$ cat src/rtl/pipe_regs_pkg.sv
// rtl/pipe_regs_pkg.sv - shared codes and bubble-record values for the pipeline registers
//
// Purpose: status codes, instruction codes, register ID constants and the
//          field values a stage register takes when it is bubbled.
// Ports:   none (package).

package pipe_regs_pkg;

  typedef enum logic [2:0] {
    SBUB = 3'h0,
    SAOK = 3'h1,
    SHLT = 3'h2,
    SADR = 3'h3,
    SINS = 3'h4
  } stat_e;

  localparam logic [3:0] IHALT   = 4'h0;
  localparam logic [3:0] INOP    = 4'h1;
  localparam logic [3:0] IMRMOVQ = 4'h5;
  localparam logic [3:0] IJXX    = 4'h7;
  localparam logic [3:0] IRET    = 4'h9;
  localparam logic [3:0] IPOPQ   = 4'hB;

  localparam logic [3:0] RNONE = 4'hF;

  // Non-value fields of a bubble record; every val* field of a bubble is zero.
  localparam logic [2:0] BUB_STAT  = SBUB;
  localparam logic [3:0] BUB_ICODE = INOP;
  localparam logic [3:0] BUB_IFUN  = 4'h0;
  localparam logic [3:0] BUB_REG   = RNONE;
  localparam logic       BUB_CND   = 1'b0;

endpackage

$ cat src/rtl/pipe_stage_reg.sv
// rtl/pipe_stage_reg.sv - one generic pipeline stage register with stall and bubble
//
// Purpose: holds on stall, loads BUB_VAL on bubble, otherwise loads d.
//          Stall has priority over bubble. Reset forces RST_VAL without a clock.
// Ports:   clk, rst (async, active-high), stall, bubble, d [W-1:0] in;
//          q [W-1:0] out.

module pipe_stage_reg #(
  parameter int           W       = 8,
  parameter logic [W-1:0] RST_VAL = '0,
  parameter logic [W-1:0] BUB_VAL = '0
) (
  input  logic         clk,
  input  logic         rst,
  input  logic         stall,
  input  logic         bubble,
  input  logic [W-1:0] d,
  output logic [W-1:0] q
);

  always_ff @(posedge clk or posedge rst) begin
    if (rst) begin
      q <= RST_VAL;
    end else if (stall) begin
      q <= q;
    end else if (bubble) begin
      q <= BUB_VAL;
    end else begin
      q <= d;
    end
  end

endmodule

$ cat src/rtl/pipe_regs.sv
// rtl/pipe_regs.sv - F/D/E/M/W pipeline registers with stall/bubble control
//
// Purpose: five stage registers between the pipeline stages. F holds the
//          predicted PC (stall only), D takes stall and bubble, E and M take
//          bubble only, W takes stall only. ctrl_err latches a request to
//          stall and bubble D on the same edge.
// Ports:   clk, rst (async, active-high); F_stall, D_stall, D_bubble,
//          E_bubble, M_bubble, W_stall; f_*/d_*/e_*/m_* stage results in;
//          F_predPC, D_*, E_*, M_*, W_* registered out; ctrl_err out;
//          stall_cnt, bubble_cnt out only when PIPE_REGS_CNT_EN is defined.
// Config:  PIPE_REGS_CNT_EN - adds saturating stall/bubble edge counters.

module pipe_regs
  import pipe_regs_pkg::*;
#(
  parameter int                RESET_PC_W = 64,
  parameter logic [63:0]       RESET_PC   = 64'h0,
  parameter int                WORD_W     = 64
) (
  input  logic              clk,
  input  logic              rst,
  input  logic              F_stall,
  input  logic              D_stall,
  input  logic              D_bubble,
  input  logic              E_bubble,
  input  logic              M_bubble,
  input  logic              W_stall,
  input  logic [WORD_W-1:0] f_predPC,
  output logic [WORD_W-1:0] F_predPC,
  input  logic [2:0]        f_stat,
  input  logic [3:0]        f_icode,
  input  logic [3:0]        f_ifun,
  input  logic [3:0]        f_rA,
  input  logic [3:0]        f_rB,
  input  logic [WORD_W-1:0] f_valC,
  input  logic [WORD_W-1:0] f_valP,
  output logic [2:0]        D_stat,
  output logic [3:0]        D_icode,
  output logic [3:0]        D_ifun,
  output logic [3:0]        D_rA,
  output logic [3:0]        D_rB,
  output logic [WORD_W-1:0] D_valC,
  output logic [WORD_W-1:0] D_valP,
  input  logic [2:0]        d_stat,
  input  logic [3:0]        d_icode,
  input  logic [3:0]        d_ifun,
  input  logic [WORD_W-1:0] d_valC,
  input  logic [WORD_W-1:0] d_valA,
  input  logic [WORD_W-1:0] d_valB,
  input  logic [3:0]        d_dstE,
  input  logic [3:0]        d_dstM,
  input  logic [3:0]        d_srcA,
  input  logic [3:0]        d_srcB,
  output logic [2:0]        E_stat,
  output logic [3:0]        E_icode,
  output logic [3:0]        E_ifun,
  output logic [WORD_W-1:0] E_valC,
  output logic [WORD_W-1:0] E_valA,
  output logic [WORD_W-1:0] E_valB,
  output logic [3:0]        E_dstE,
  output logic [3:0]        E_dstM,
  output logic [3:0]        E_srcA,
  output logic [3:0]        E_srcB,
  input  logic [2:0]        e_stat,
  input  logic [3:0]        e_icode,
  input  logic              e_Cnd,
  input  logic [WORD_W-1:0] e_valE,
  input  logic [WORD_W-1:0] e_valA,
  input  logic [3:0]        e_dstE,
  input  logic [3:0]        e_dstM,
  output logic [2:0]        M_stat,
  output logic [3:0]        M_icode,
  output logic              M_Cnd,
  output logic [WORD_W-1:0] M_valE,
  output logic [WORD_W-1:0] M_valA,
  output logic [3:0]        M_dstE,
  output logic [3:0]        M_dstM,
  input  logic [2:0]        m_stat,
  input  logic [3:0]        m_icode,
  input  logic [WORD_W-1:0] m_valE,
  input  logic [WORD_W-1:0] m_valM,
  input  logic [3:0]        m_dstE,
  input  logic [3:0]        m_dstM,
  output logic [2:0]        W_stat,
  output logic [3:0]        W_icode,
  output logic [WORD_W-1:0] W_valE,
  output logic [WORD_W-1:0] W_valM,
  output logic [3:0]        W_dstE,
  output logic [3:0]        W_dstM,
  output logic              ctrl_err
`ifdef PIPE_REGS_CNT_EN
  ,
  output logic [31:0]       stall_cnt,
  output logic [31:0]       bubble_cnt
`endif
);

  localparam int D_W  = 19 + 2 * WORD_W;
  localparam int E_W  = 27 + 3 * WORD_W;
  localparam int M_W  = 16 + 2 * WORD_W;
  localparam int WB_W = 15 + 2 * WORD_W;

  localparam logic [D_W-1:0] D_BUB = {BUB_STAT, BUB_ICODE, BUB_IFUN, BUB_REG, BUB_REG,
                                      {(2 * WORD_W){1'b0}}};
  localparam logic [E_W-1:0] E_BUB = {BUB_STAT, BUB_ICODE, BUB_IFUN, {(3 * WORD_W){1'b0}},
                                      BUB_REG, BUB_REG, BUB_REG, BUB_REG};
  localparam logic [M_W-1:0] M_BUB = {BUB_STAT, BUB_ICODE, BUB_CND, {(2 * WORD_W){1'b0}},
                                      BUB_REG, BUB_REG};
  localparam logic [WB_W-1:0] W_BUB = {BUB_STAT, BUB_ICODE, {(2 * WORD_W){1'b0}},
                                       BUB_REG, BUB_REG};

  logic [D_W-1:0]  dreg_d, dreg_q;
  logic [E_W-1:0]  ereg_d, ereg_q;
  logic [M_W-1:0]  mreg_d, mreg_q;
  logic [WB_W-1:0] wreg_d, wreg_q;

  assign dreg_d = {f_stat, f_icode, f_ifun, f_rA, f_rB, f_valC, f_valP};
  assign ereg_d = {d_stat, d_icode, d_ifun, d_valC, d_valA, d_valB,
                   d_dstE, d_dstM, d_srcA, d_srcB};
  assign mreg_d = {e_stat, e_icode, e_Cnd, e_valE, e_valA, e_dstE, e_dstM};
  assign wreg_d = {m_stat, m_icode, m_valE, m_valM, m_dstE, m_dstM};

  assign {D_stat, D_icode, D_ifun, D_rA, D_rB, D_valC, D_valP} = dreg_q;
  assign {E_stat, E_icode, E_ifun, E_valC, E_valA, E_valB,
          E_dstE, E_dstM, E_srcA, E_srcB} = ereg_q;
  assign {M_stat, M_icode, M_Cnd, M_valE, M_valA, M_dstE, M_dstM} = mreg_q;
  assign {W_stat, W_icode, W_valE, W_valM, W_dstE, W_dstM} = wreg_q;

  // F never bubbles; its reset value is the boot PC.
  pipe_stage_reg #(
    .W(WORD_W), .RST_VAL(RESET_PC[WORD_W-1:0]), .BUB_VAL('0)
  ) u_f (
    .clk(clk), .rst(rst), .stall(F_stall), .bubble(1'b0), .d(f_predPC), .q(F_predPC)
  );

  pipe_stage_reg #(.W(D_W), .RST_VAL(D_BUB), .BUB_VAL(D_BUB)) u_d (
    .clk(clk), .rst(rst), .stall(D_stall), .bubble(D_bubble), .d(dreg_d), .q(dreg_q)
  );

  pipe_stage_reg #(.W(E_W), .RST_VAL(E_BUB), .BUB_VAL(E_BUB)) u_e (
    .clk(clk), .rst(rst), .stall(1'b0), .bubble(E_bubble), .d(ereg_d), .q(ereg_q)
  );

  pipe_stage_reg #(.W(M_W), .RST_VAL(M_BUB), .BUB_VAL(M_BUB)) u_m (
    .clk(clk), .rst(rst), .stall(1'b0), .bubble(M_bubble), .d(mreg_d), .q(mreg_q)
  );

  // W never bubbles; a held W stays held for as long as W_stall is high.
  pipe_stage_reg #(.W(WB_W), .RST_VAL(W_BUB), .BUB_VAL(W_BUB)) u_w (
    .clk(clk), .rst(rst), .stall(W_stall), .bubble(1'b0), .d(wreg_d), .q(wreg_q)
  );

  // Sticky until reset: control logic asked D to both hold and flush.
  always_ff @(posedge clk or posedge rst) begin
    if (rst) begin
      ctrl_err <= 1'b0;
    end else if (D_stall && D_bubble) begin
      ctrl_err <= 1'b1;
    end
  end

`ifdef PIPE_REGS_CNT_EN
  always_ff @(posedge clk or posedge rst) begin
    if (rst) begin
      stall_cnt  <= 32'h0;
      bubble_cnt <= 32'h0;
    end else begin
      if ((F_stall || D_stall || W_stall) && (stall_cnt != 32'hFFFF_FFFF)) begin
        stall_cnt <= stall_cnt + 32'h1;
      end
      if ((D_bubble || E_bubble || M_bubble) && (bubble_cnt != 32'hFFFF_FFFF)) begin
        bubble_cnt <= bubble_cnt + 32'h1;
      end
    end
  end
`endif

endmodule
$ cat config.mk
export PLATFORM = sky130hd
export DESIGN_NAME = pipe_regs
export DESIGN_NICKNAME = d
export VERILOG_FILES = /design/src/rtl/pipe_regs_pkg.sv /design/src/rtl/pipe_stage_reg.sv /design/src/rtl/pipe_regs.sv
export SDC_FILE = /design/constraint.sdc
export NUM_CORES = 1
export LEC_CHECK = 0
export CAP_MARGIN = 20
export CORE_AREA = 2 2 557 559
export DETAILED_ROUTE_END_ITERATION = 16
export DIE_AREA = 0 0 559 561
export GPL_TIMING_DRIVEN = 0
export SETUP_SLACK_MARGIN = 0.5
export SYNTH_ARGS = -nofsm -noshare
export SYNTH_HDL_FRONTEND = slang
export SYNTH_SLANG_ARGS = --single-unit
$ cat constraint.sdc
create_clock -name clk -period 43.8 [get_ports clk]
set_input_delay 8.76 -clock clk [delete_from_list [all_inputs] [get_ports clk]]
set_output_delay 8.76 -clock clk [all_outputs]
set_load 0.005 [all_outputs]
==> summary.txt, run 1 <==
outcome: finished, final reports clean
first-pass GRT wire length: 288 mm
Syn Nets: 2567
commonest non-fill, non-tap cell in the layout: clkdlybuf4s50_1
Worst slew margin: 39.0%
leakage: 19.0 nW
fin crit period: 10.98 ns
most frequent cells in the layout: clkdlybuf4s50_1 (1436), dfrtp_1 (674), nor2b_1 (307)
Seq cells post-synth: 718
slowest stage delay, CP: 1.04 ns
Req. time, crit path: 35.04 ns
total track usage: 14.5%
CP endpoint kind: output pin
P_int: 0.00135 W
cell area after technology mapping: 0.0257 mm2
worst min-delay path class: reg -> reg
post-synth top area share: 65.7%
Max Cap Viol: 0
CTS tree: built
final hold vios: 0
Reg2Reg Capture Point: u_d.q[72]
RSZ-0062 raised after global routing: no
WHS Path Cells: 1
die width: 559 um
I/O pin cnt: 1443
YS warnings: 0
initial antenna violation count: 263
Clock Latency Late Sink: 0.76 ns
top cells by area, synth: dfrtp_1 (66%), nor2b_1 (7.5%), mux2_2 (6.0%), dfstp_2 (4.5%), mux2_4 (4.1%)
clock share of power: 42.6%
Setup Skew: 0 ns
GRT overflow: 0
DR vias: 22900
vias in the first global route: 23200
Endpoint, Worst Hold: ctrl_err
pin count of the biggest net entering global routing: 125
final worst-path cycle share: 25.1%
Max stage delay cell, worst path: clkdlybuf4s50_1
power consumption: 0.00185 W
FF+latch area: 0.0180 mm2
Avg Inst Size Synth: 13.9 um2
synthesized instance count: 1842
Die ar.: 0.314 mm2
WP buf/inv: 1
WL final: 236 mm
maximum vdd ir drop: 0.0369 mV
core area: 0.308 mm2
TritonCTS Buffers: 91
router iterations before antenna repair: 5
critical path fanouts, max: 2
Slew Limit Fails: 0
critical setup path kind: reg -> out
Fillers: 34100
share of cells above drive strength 1: 13.8%
DR DRC count: 0
register area share after synthesis: 70.2%
final net count: 4101
Max Clk Rate: 91.1 MHz
Clock Tree Buf Depth: 4
Sink Count: 718
critical path cell sequence: clkdlybuf4s50_1
H-tree levels: 3
Die Height: 561 um
NetSw: 0.000501 W
postcts setup bufs: 0
final RePlAce weighted congestion: 1.24
number of routed nets with antenna violations: 0
Worst Path Arrival: 2.22 ns
drt wl/cell: 30.9 um
Yosys top cell by area: dfrtp_1
DP HPWL: 211 mm
Setup violations, final: 0
clk root buf: clkbuf_16
unique cell type count in the Yosys netlist: 20
PostCTS Resize Cnt: 0
Startpoint Class: flip-flop
Rows: 204
switching share of power: 27.0%
cts hold-fix bufs: 0
Hold Crit Start: ctrl_err
R2R Path Start: u_d.q[72]
multi-input logic area: 0.00709 mm2
Comb power frac: 17.5%
vias per inst: 3.00
cell class contributing the biggest share of worst-path delay: buffers and inverters
FF-to-FF setup slack: 42.91 ns
PwrDens: 38.2 mW/mm2
Reg power frac: 40.0%
synth-to-layout area growth: 89.2%
Worst Tran Pin Value: 0.915 ns
initial core utilization: 8.35%
Worst R2R Path Depth: 2
Worst-path clk slew: 0.06 ns
First DRT Iteration DRCs: 1908
PortBufs: 1436
Setup TNS: 0 ns
registers in the layout (all words and copies together) (netlist names):
| register | count |
|---|---|
| u_e.q | 219 |
| ctrl_err | 1 |
| u_d.q | 147 |
| u_w.q | 143 |
| u_f.q | 64 |
| u_m.q | 144 |
kinds of logic after synthesis:
family | synth area share [%]
flip-flops | 70.2
multiplexers | 10.1
buffers and inverters | 2.21
AND/OR/NAND/NOR | 14.6
AO/OA/AOI/OAI | 2.91
per-stage QoR:
| step | hold slack (ns) | setup WS [ns] | util (%) | cells | area [um2] |
|---|---|---|---|---|---|
| detailed placement | 0.465 | 32.46 | 14.7 | 7403 | 45400 |
| finish | 0.473 | 32.82 | 15.8 | 7636 | 48600 |
| floorplan | 0.451 | 14.97 | - | 1842 | 25700 |
| global route | 0.508 | 32.61 | 15.8 | 7583 | 48400 |
| CTS | 0.477 | 32.56 | 15.7 | 7565 | 48400 |
| global placement | 0.450 | 6.52 | 14.7 | 7398 | 45200 |
power groups by stage:
stage	sequential (W)	combinational [W]	clock [W]
final	0.000741	0.000324	0.000789
after CTS	0.000741	0.000327	0.000814
after global routing	0.000745	0.000339	0.000836
after global placement	0.000752	0.000321	0
after detailed placement	0.000752	0.000325	0
after floorplan	0.000749	0.0000689	0
area by class of cell:
type / count / share of cell area [%]
clock inverters: 36 / 1.01
plain buffers: 112 / 1.16
inverters: 1 / 0.0232
diodes: 71 / 0.366
flip-flops and latches: 718 / 37.1
repair buffers: 1441 / 29.9
well taps: 4120 / 10.6
multi-input cells: 1011 / 14.6
clock buffers: 126 / 5.27
cell usage after synthesis, drive strengths merged:
| master | count |
|---|---|
| nor2b | 307 |
| nor2 | 10 |
| dfrtp | 674 |
| inv | 1 |
| o21ai | 146 |
| a21o | 1 |
| dfstp | 44 |
| buf | 51 |
| nand2b | 137 |
| clkbuf | 61 |
| mux2 | 207 |
| and2b | 30 |
| nand2 | 146 |
| a22o | 1 |
| or2 | 26 |
worst max-delay path by stage:
| stage | start | endpoint | depth (start not counted) | slack, ns |
|---|---|---|---|---|
| after floorplan | rst | ctrl_err | 1 | 14.97 |
| after global placement | rst | u_m.q[49] | 2 | 6.52 |
| after detailed placement | rst | u_m.q[17] | 4 | 32.46 |
| after CTS | u_w.q[119] | W_valE[47] | 1 | 32.56 |
| after global routing | u_w.q[122] | W_valE[50] | 1 | 32.61 |
| final | u_w.q[126] | W_valE[54] | 1 | 32.82 |
routing by layer:
metal	share of wire, %	up-vias	track usage, %
met4	3.9	178	4.19
met1	36	11200	15.2
met2	41	1846	21.3
met5	0.69	-	1.02
li1	-	9082	-
met3	19	617	12.4
worst register-to-register path, stage by stage, from the launching register on:
cell	delay, ns
dfrtp_1	0.54
nand2_1	0.13
o21ai_0	0.09
No activity file was read; power rests on OpenSTA's default activity.
==> inputs of run 2 (changes only) <==
- CORE_AREA: 2 2 557 559 -> 2 2 554 556
- DIE_AREA: 0 0 559 561 -> 0 0 556 558
- clock period: 43.8 -> 9.6 ns (I/O delays scaled with it)
==> run 2 against run 1 <==
Clock skew stayed put. First-iteration DRC count decreased by 29%. Highest routed layer unchanged. Cell count is 1.3% lower. Sequential share of layout area decreased by 0.23 points. Non-clock buffer count up 15. Critical path depth unchanged. Critical endpoint is now E_valB[42].
==> summary.txt, run 2 (same netlist as run 1, synthesis figures left out) <==
outcome: finished, final reports clean
TritonCTS Buffers: 98 (+7.7%)
WL final: 233 mm (-1.2%)
Setup TNS: 0 ns (unchanged)
vias in the first global route: 23400 (+0.51%)
pin count of the biggest net entering global routing: 47 (-62%)
Worst Tran Pin Value: 0.993 ns (+0.0786 ns)
slowest stage delay, CP: 1.12 ns (+0.08 ns)
R2R Path Start: u_w.q[120]
Startpoint Class: flip-flop
core area: 0.305 mm2 (-0.99%)
initial core utilization: 8.43% (+0.083 points)
Slew Limit Fails: 0 (unchanged)
cell class contributing the biggest share of worst-path delay: buffers and inverters
final worst-path cycle share: 43.6%
First DRT Iteration DRCs: 1355 (-29%)
critical path cell sequence: clkdlybuf4s50_1
total track usage: 14.4% (-0.079 points)
Die ar.: 0.310 mm2 (-1.1%)
share of cells above drive strength 1: 14.8% (+1.0 points)
worst slack, placed: 4.52 ns (-27.94 ns)
PostCTS Resize Cnt: 0 (unchanged)
DP HPWL: 208 mm (-1.6%)
cts hold-fix bufs: 0 (unchanged)
fin crit period: 4.19 ns
worst min-delay path class: reg -> reg
final RePlAce weighted congestion: 1.03 (-17%)
PwrDens: 177 mW/mm2 (+360%)
Endpoint, Worst Hold: ctrl_err
Worst R2R Path Depth: 1 (-1)
router iterations before antenna repair: 5 (unchanged)
Die Height: 558 um (-0.53%)
top flop regs: u_e.q (219), u_d.q (147), u_m.q (144)
critical setup path kind: reg -> out
CP endpoint kind: output pin
WHS Path Cells: 1 (unchanged)
Clock Latency Late Sink: 0.76 ns (about the same)
Max stage delay cell, worst path: clkdlybuf4s50_1
fin util: 16.1% (+0.26 points)
initial antenna violation count: 226 (-14%)
final hold vios: 0 (unchanged)
Rows: 203 (-0.49%)
Max Cap Viol: 0 (unchanged)
postcts setup bufs: 0 (unchanged)
Max Clk Rate: 239 MHz
first-pass GRT wire length: 282 mm (-2.0%)
drt wl/cell: 30.9 um (+0.15%)
Clock Tree Buf Depth: 4 (unchanged)
most frequent cells in the layout: clkdlybuf4s50_1 (1436), dfrtp_1 (674), nor2b_1 (307)
Setup violations, final: 0 (unchanged)
WP buf/inv: 1 (unchanged)
H-tree levels: 3 (unchanged)
number of routed nets with antenna violations: 0 (unchanged)
Sink Count: 718 (unchanged)
Reg2Reg Capture Point: u_w.q[120]
die width: 556 um (-0.54%)
Setup Skew: 0 ns (unchanged)
DR vias: 22500 (-1.7%)
worst hold margin: 0.467 ns (-0.00623 ns)
critical path fanouts, max: 1 (-1)
post-route cell area: 0.0489 mm2 (+0.63%)
leakage: 19.3 nW (+1.2%)
Worst-path clk slew: 0.06 ns (about the same)
vias per inst: 2.99 (-0.35%)
commonest non-fill, non-tap cell in the layout: clkdlybuf4s50_1
synth-to-layout area growth: 90.4%
Final WS setup: 5.41 ns (-27.41 ns)
Post-Place Cell Area: 0.0455 mm2 (+0.23%)
Req. time, crit path: 7.68 ns (-27.36 ns)
DR DRC count: 0 (unchanged)
PortBufs: 1436 (unchanged)
max reg flops: 219 (unchanged)
RSZ-0062 raised after global routing: no
CTS tree: built
Reg with most FFs: u_e.q
FF-to-FF setup slack: 8.70 ns (-34.21 ns)
GRT overflow: 0 (unchanged)
clk root buf: clkbuf_16
maximum vdd ir drop: 0.140 mV (+280%)
I/O pin cnt: 1443 (unchanged)
Hold Crit Start: ctrl_err
final net count: 4123 (+0.54%)
Worst Path Arrival: 2.27 ns (+0.05 ns)
Worst slew margin: 33.6% (-5.4 points)
run 2: changes by cell type in the layout (fill, tap and decap cells not counted), sizes merged:
cell      change
diode         -7
clkbuf        -3
clkinvlp      +7
buf          +15
clkinv        +5
inv           +7
bufinv        -2
run 2: how the worst max path moves through the flow:
| stage | to | slack, ns | from | cells past startpoint |
|---|---|---|---|---|
| finish | E_valB[42] | 5.41 | u_e.q[58] | 1 |
| global route | u_f.q[31] | 5.15 | rst | 10 |
| global placement | u_f.q[30] | -7.64 | rst | 2 |
| CTS | E_valB[42] | 5.15 | u_e.q[58] | 1 |
| floorplan | ctrl_err | -2.12 | rst | 1 |
| detailed placement | u_f.q[39] | 4.52 | rst | 10 |
run 2: report_power, final:
group	internal, W	leakage [nW]	switching, W
registers	0.00325	8.93	0.000145
clock network	0.00222	1.61	0.00158
logic	0.000803	8.73	0.000680
run 2: final cells by class:
type	count	area (um2)
diodes	64	160
plain buffers	112	563
clock buffers	123	2700
clock inverters	53	572
fillers	33600	256000
inverters	1	7.51
multi-input cells	1011	7090
flip-flops and latches	718	18000
well taps	3997	5000
repair buffers	1456	14800
run 2: per-layer routing:
metal  GRT usage, %  vias up  share of wire [%]
met5          0.448        -               0.54
met4           4.94      154                3.7
met3           10.5      510                 16
met2           22.2     1652                 44
met1           15.2    11100                 36
li1               -     9136                  -
run 2: metrics by stage:
stage / instances / total power (W)
finish: 7535 / 0.00867
global route: 7501 / 0.00900
CTS: 7471 / 0.00884
detailed placement: 7295 / 0.00494
global placement: 7275 / 0.00492
floorplan: 1842 / 0.00373
==> inputs of run 3 (changes only) <==
- CORE_AREA: 2 2 554 556 -> 2 2 557 559
- DIE_AREA: 0 0 556 558 -> 0 0 559 561
- clock period: 9.6 -> 4.1 ns (I/O delays scaled with it)
==> run 3 against run 2 <==
Sequential power increased by 130%. Wire length increased by 2.2%. Via count increased by 1.0%. Clock skew unchanged. Clock power increased by 140%. Worst hold slack improved by 0.0082 ns. Global-route usage increased by 0.27 points. Clock-buffer cell count increased by 16. Largest power group unchanged. Register-to-register slack got worse by 5.5 ns. Die area increased by 1.1%. Combinational power increased by 140%. Critical path depth unchanged.
==> summary.txt, run 3 (same netlist as run 1, synthesis figures left out) <==
PortBufs: 1436 (unchanged)
total track usage: 14.7% (+0.27 points)
Slew Limit Fails: 0 (unchanged)
gr busiest metal: met2
Worst Tran Pin Value: 1.08 ns (+0.0866 ns)
cell depth of the worst setup path: 1 (unchanged)
vias in the first global route: 23800 (+1.8%)
postcts setup bufs: 0 (unchanged)
final net count: 4123 (unchanged)
share of cells above drive strength 1: 14.5% (-0.26 points)
PwrDens: 418 mW/mm2 (+140%)
clk root buf: clkbuf_16
R2R Path Start: u_d.q[61]
WL final: 238 mm (+2.2%)
final hold vios: 0 (unchanged)
Die Height: 561 um (+0.54%)
Worst Path Arrival: 2.16 ns (-0.11 ns)
Max Clk Rate: 336 MHz
number of routed nets with antenna violations: 0 (unchanged)
H-tree levels: 3 (unchanged)
WP buf/inv: 1 (unchanged)
met2 global-route usage: 22.1% (-0.095 points)
DP HPWL: 212 mm (+1.8%)
max reg flops: 219 (unchanged)
outcome: finished, final reports clean
power consumption: 0.0205 W (+140%)
Sink Count: 718 (unchanged)
critical setup path kind: reg -> out
RSZ-0062 raised after global routing: no
DR vias: 22800 (+1.0%)
Setup violations, final: 0 (unchanged)
number of instances in the placed design: 7418 (+1.7%)
initial core utilization: 8.35% (-0.083 points)
Clock Tree Buf Depth: 4 (unchanged)
worst min-delay path class: reg -> reg
Max stage delay cell, worst path: clkdlybuf4s50_1
met1 Usage GRT: 17.6% (+2.3 points)
router iterations before antenna repair: 7 (+2)
slowest stage delay, CP: 0.84 ns (-0.28 ns)
Worst-path clk slew: 0.06 ns (about the same)
most frequent cells in the layout: clkdlybuf4s50_1 (1436), dfrtp_1 (674), nor2b_1 (307)
DR DRC count: 0 (unchanged)
CP startpoint: u_d.q[134]
critical path fanouts, max: 2 (+1)
Rows: 204 (+0.49%)
cell class contributing the biggest share of worst-path delay: buffers and inverters
cts hold-fix bufs: 0 (unchanged)
die width: 559 um (+0.54%)
CP endpoint kind: output pin
final worst-path cycle share: 72.7%
TritonCTS Buffers: 98 (unchanged)
Reg2Reg Capture Point: u_d.q[61]
first-pass GRT wire length: 293 mm (+3.8%)
FF-to-FF setup slack: 3.19 ns (-5.51 ns)
drt wl/cell: 31.1 um (+0.56%)
Worst slew margin: 27.9% (-5.7 points)
leakage: 19.2 nW (about the same)
CTS tree: built
pin count of the biggest net entering global routing: 45 (-4.3%)
top flop regs: u_e.q (219), u_d.q (147), u_m.q (144)
Max Cap Viol: 0 (unchanged)
met3 usage: 8.25% (-2.3 points)
critical path cell sequence: clkdlybuf4s50_1
maximum vdd ir drop: 0.276 mV (+98%)
vias per inst: 2.97 (-0.61%)
final RePlAce weighted congestion: 1.06 (+3.1%)
Setup Skew: 0 ns (unchanged)
Reg with most FFs: u_e.q
commonest non-fill, non-tap cell in the layout: clkdlybuf4s50_1
fin crit period: 2.98 ns
core area: 0.308 mm2 (+1.0%)
GRT overflow: 0 (unchanged)
Startpoint Class: flip-flop
Req. time, crit path: 3.28 ns (-4.40 ns)
Worst R2R Path Depth: 2 (+1)
Post-Layout Cell Count: 7660 (+1.7%)
Hold Crit Start: ctrl_err
First DRT Iteration DRCs: 1715 (+27%)
Clock Latency Late Sink: 0.78 ns (+0.02 ns)
initial antenna violation count: 220 (-2.7%)
synth-to-layout area growth: 91.1%
I/O pin cnt: 1443 (unchanged)
PostCTS Resize Cnt: 0 (unchanged)
Die ar.: 0.314 mm2 (+1.1%)
crit path to: D_rA[2]
[run 3: cell count changes in the layout (fill, tap and decap cells not counted)]
cell,change
bufinv_16,-1
clkbuf_1,+10
clkbuf_8,+6
clkinv_16,+1
clkinv_2,-13
clkinv_4,+4
clkinv_8,-1
clkinvlp_4,+2
diode_2,+1
inv_16,+2
inv_6,-6
inv_8,-3
[run 3: where the power goes]
part           switching, W  leakage [nW]  internal (W)
Sequential         0.000330          8.93       0.00761
Combinational       0.00167          8.73       0.00188
Clock               0.00377          1.59       0.00526
[run 3: final cells by class]
class | instances | area [um2]
Antenna cell | 65 | 163
Buffer | 112 | 563
Clock buffer | 139 | 2820
Clock inverter | 38 | 494
Fill cell | 34100 | 258000
Inverter | 1 | 7.51
Multi-Input combinational cell | 1011 | 7090
Sequential cell | 718 | 18000
Tap cell | 4120 | 5150
Timing Repair Buffer | 1456 | 14800
[run 3: how the worst min path moves through the flow]
stage / cells past startpoint / endpoint / slack (ns)
3_3_place_gp: 1 / ctrl_err / 0.44
4_1_cts: 3 / u_m.q[140] / 0.40
6_report: 1 / ctrl_err / 0.47
5_1_grt: 2 / u_f.q[60] / 0.43
3_5_place_dp: 1 / ctrl_err / 0.44
2_1_floorplan: 1 / ctrl_err / 0.45
[run 3: layer usage]
layer  vias to the layer above  wire length [um]
li1                       9114                 -
met1                     11400             96700
met2                      1694            102000
met3                       476             30700
met4                        88              8550
met5                         -               590
[run 3: stage by stage]
step                hold WS (ns)  instance area (um2)  util (%)  setup TNS, ns  setup slack, ns
finish                     0.475                49100      16.0              0             1.12
global route               0.429                49000      15.9              0             1.02
CTS                        0.398                48900      15.9              0            0.975
detailed placement         0.445                45600      14.8              0            0.533
global placement           0.438                45200      14.7       -8399.62           -12.30
floorplan                  0.451                25700         -       -4557.49            -6.52
